==> src/rtl/datapath_pkg.sv <==
// Shared datapath widths and types for the register file.
package datapath_pkg;

  localparam int unsigned DATA_W   = 32;
  localparam int unsigned ADDR_W   = 5;
  localparam int unsigned NUM_REGS = 32'(1) << ADDR_W;

  typedef logic [ADDR_W-1:0] reg_addr_t;
  typedef logic [DATA_W-1:0] word_t;

  // Reset contents of a register: its own index.
  function automatic word_t reset_value(input int unsigned idx);
    return word_t'(idx);
  endfunction

endpackage

==> src/rtl/reg_file_read_port.sv <==
// One read port: address mux with r0 forced to zero, captured on the falling edge.
module rf_read_port
  import datapath_pkg::*;
(
  input  logic  clk,
  input  logic  rst_n,
  input  word_t regs [NUM_REGS],
  input  logic  [ADDR_W-1:0] addr,
  output logic  [DATA_W-1:0] data
);

  word_t sel_c;

  // Select the addressed register; register 0 always reads as zero.
  always_comb begin
    sel_c = '0;
    if (addr != '0) begin
      sel_c = regs[addr];
    end
  end

  // Capture on negedge so a write committed at the preceding posedge is visible.
  always_ff @(negedge clk) begin
    if (!rst_n) begin
      data <= '0;
    end else begin
      data <= sel_c;
    end
  end

endmodule

==> src/rtl/reg_file.sv <==
// 32 x 32 register file: one posedge write port, two negedge-captured read ports.
module reg_file
  import datapath_pkg::*;
(
  input  logic              clk,
  input  logic              rst_n,
  input  logic              write,
  input  logic [ADDR_W-1:0] PR1,
  input  logic [ADDR_W-1:0] PR2,
  input  logic [ADDR_W-1:0] WR,
  input  logic [DATA_W-1:0] WD,
  output logic [DATA_W-1:0] RD1,
  output logic [DATA_W-1:0] RD2
);

  word_t               rf_mem [NUM_REGS];
  logic [NUM_REGS-1:0] we_c;

  // Decode the write address; writes to register 0 never enable anything.
  always_comb begin
    we_c = '0;
    if ((write == 1'b1) && (WR != '0)) begin
      we_c[WR] = 1'b1;
    end
  end

  // Storage: reset reloads index values and discards any concurrent write.
  always_ff @(posedge clk) begin
    if (!rst_n) begin
      for (int unsigned i = 0; i < NUM_REGS; i++) begin
        rf_mem[i] <= reset_value(i);
      end
    end else begin
      for (int unsigned i = 0; i < NUM_REGS; i++) begin
        if (we_c[i]) begin
          rf_mem[i] <= WD;
        end
      end
    end
  end

  rf_read_port u_read_port1 (
    .clk   (clk),
    .rst_n (rst_n),
    .regs  (rf_mem),
    .addr  (PR1),
    .data  (RD1)
  );

  rf_read_port u_read_port2 (
    .clk   (clk),
    .rst_n (rst_n),
    .regs  (rf_mem),
    .addr  (PR2),
    .data  (RD2)
  );

endmodule

==> config.mk <==
export PLATFORM = sky130hd
export DESIGN_NAME = reg_file
export DESIGN_NICKNAME = d
export VERILOG_FILES = /design/src/rtl/datapath_pkg.sv /design/src/rtl/reg_file_read_port.sv /design/src/rtl/reg_file.sv
export SDC_FILE = /design/constraint.sdc
export NUM_CORES = 2
export LEC_CHECK = 0
export CORE_ASPECT_RATIO = 1.5
export CORE_UTILIZATION = 55
export CTS_BUF_LIST = sky130_fd_sc_hd__clkbuf_4 sky130_fd_sc_hd__clkbuf_8 sky130_fd_sc_hd__clkbuf_16
export CTS_CLUSTER_DIAMETER = 120
export DETAILED_ROUTE_END_ITERATION = 10
export HOLD_SLACK_MARGIN = 0.12
export PLACE_DENSITY = 0.72
export SLEW_MARGIN = 20
export SYNTH_ARGS = -nofsm -noshare
export SYNTH_HDL_FRONTEND = slang
export SYNTH_SLANG_ARGS = --single-unit
export TNS_END_PERCENT = 1
==> constraint.sdc <==
create_clock -name clk -period 2.7 [get_ports clk]
set_input_delay 0.405 -clock clk [delete_from_list [all_inputs] [get_ports clk]]
set_output_delay 0.405 -clock clk [all_outputs]
set_load 0.02 [all_outputs]
==> results_dict.tcl <==
set metrics [dict create \
    outcome "finished with violations" \
    violations "DRC, setup timing" \
    arrival_ns 2.67 \
    vias_per_cell 6.623 \
    vias 53199 \
    crit_family "flip-flops" \
    finalMaxSlewViolations 0 \
    synth-xor-area-share 0 \
    cts_buffer_depth 3 \
    ys_ff_latch 1088 \
    clk_latency_ns 0.74 \
    grt_pass1_wl_um 332900 \
    grt_pass1_vias 51611 \
    antenna_left 0 \
    syn_area_mm2 0.05534 \
    num_rows 142 \
    crit_path_end_kind "output port" \
    cts.sinks 1088 \
    power_density_mw_per_mm2 534.9 \
    relSlewSlack 0.1092 \
    slowest_stage "dfxtp_4" \
    synth.most_common_cell "nand2_1" \
    io_pins 114 \
    critPathKind "flop to output port" \
    final_nets 6694 \
    grt_use_total 0.4449 \
    async_flop_share 0 \
    setup_violations 121 \
    final_layout_size_suffix_gt1_frac 0.2143 \
    hold_viol 0 \
    cts_buffers 102 \
    dp_hpwl_um 150400 \
    synth-simple-area-share 0.1786 \
    areaGrowthSynthToFinish_pct 21.64 \
    antenna_found_initial 13 \
    grt_overflow 0 \
    fin_area_mm2 0.06732 \
    synthTopCellsByArea "dfxtp_1, nand2_1, a21boi_0" \
    cts_setup_buffers 0 \
    synth_common_cells "nand2_1, dfxtp_1, a21boi_0" \
    yosysTopAreaCell "dfxtp_1" \
    max-cap-violations 0 \
    muxShareOfSynthArea 0.1898 \
    synth_top_family_by_area "multiplexers" \
    synth_fp_nets 6431 \
    hold_ws_ns 0.1716 \
    setup_ws_ns -0.3727 \
    tightest_slew_ns 1.336 \
    die_area_mm2 0.1019 \
    wirelength_um 231600 \
    yosysWarnings 0 \
    die_h_um 390.5 \
    avgRoutedWirePerCell_um 28.83 \
    ir_drop_mv 0.6022 \
    synthDistinctLibCells 46 \
    final_core_util 0.6742 \
    die_w_um 261.0 \
    cp.required_ns 2.30 \
    cts_root_buf "clkbuf_16" \
    start_util 0.5542 \
    finalWeightedCongestion 1.009 \
    ys_seq_area_frac 0.3936 \
    synth-compound-area-share 0.1863 \
    grt_max_degree 276 \
    dpl_cell_area_mm2 0.06261 \
    fin_setup_tns_ns -21.76 \
    synth_top_area_frac 0.3936 \
    hold_path_class "input port to flop" \
    path_max_fanout 1 \
    slowest_delay_ns 0.43 \
    leakagePower_nw 24.77 \
    synth_ff_type "dfxtp_1" \
    drt-initial-drc-count 7678 \
    synth-edff-count 0 \
    post-place-ws_ns -1.058 \
    tritoncts "built" \
    worstSetupStartpointType "flop" \
    stdcell_count 8033 \
    cts.clk_slew.worst_paths_ns 0.06 \
    rsz0062_at_grt "yes" \
    synth_adder_area_share 0 \
    io_buffers 113 \
    worst-path-buf-inv 1 \
    htree_levels 3 \
    dr.pass1.iters 11 \
    path_cells "buf_6" \
    core-area_mm2 0.09985 \
    total_power_mw 36.01 \
    avgSynthCellArea_um2 8.673 \
    drc 32 \
    synthCells 6381 \
    placedCellCount 7773 \
    finClkSkew_ns 0.03248 \
]
## cells by family (layout without fill, tap and decap cells)
family,after synthesis,after routing
buf+inv,675,1024
mux,783,783
simple gates,2448,2448
flops,1088,1088
compound gates,1387,1387
other cells,0,7
## state kept, by name (all words and copies together), names as in the netlist
| name | count |
|---|---|
| u_read_port1.data | 32 |
| rf_mem | 1024 |
| u_read_port2.data | 32 |
## per-layer routing
layer,up-vias,part of all wire,track usage
met1,25349,0.34,0.5254
met3,1275,0.12,0.1158
met4,12,0.093,0.3605
met5,-,0.00038,0
met2,3946,0.44,0.6793
li1,22617,-,-
## layout by cell type (no fill, tap or decap), types with 33 or more instances in the layout
cell type	instances
dfxtp_1	962
mux2i_1	521
mux4_2	208
dfxtp_4	41
nand3_1	224
a21oi_1	44
nand2_2	33
buf_12	177
a21boi_1	161
clkdlybuf4s50_1	38
nand2_1	2037
and2_1	34
buf_6	67
a22oi_1	224
nor2b_1	34
clkbuf_16	105
inv_1	95
buf_4	427
a21boi_0	751
dfxtp_2	85
mux2_2	52
## power by group
group	switching (mW)	internal [mW]	leakage (nW)
Combinational	2.31	1.63	13.8
Sequential	0.188	16.2	8.85
Clock	7.04	8.62	2.09
Total	9.54	26.5	24.8
## worst min-delay path: stages
cell and delay (ns):
buf_8 0.09, buf_4 0.19, a21boi_0 0.14
## area by class of cell
cell class	count	area, um^2
fillers	7919	32530
multi-input cells	4618	31680
diodes	7	17.52
clock buffers	134	2945
inverters	47	176.4
well taps	1296	1622
clock inverters	120	768.2
repair buffers	723	8066
flip-flops and latches	1088	22040
## what timing repair did
item / 4_1_cts / 5_1_grt
hold buffers: 1 / 0
pin swaps: 28 / 13
gates resized for setup: 554 / 85
endpoints found under the hold margin: 3 / 0
endpoints found under the setup margin: 128 / 127
## worst paths after layout
path                                       startpoint                     to  slack [ns]  cells after the start
worst max register to register            rf_mem[794]  u_read_port1.data[26]       -0.22                      4
worst max-delay path            u_read_port1.data[10]                RD1[10]       -0.37                      1
worst min register to register            rf_mem[827]            rf_mem[827]        0.46                      2
worst min-delay path                            rst_n            rf_mem[864]        0.17                      3
No activity file was read; power rests on OpenSTA's default activity.
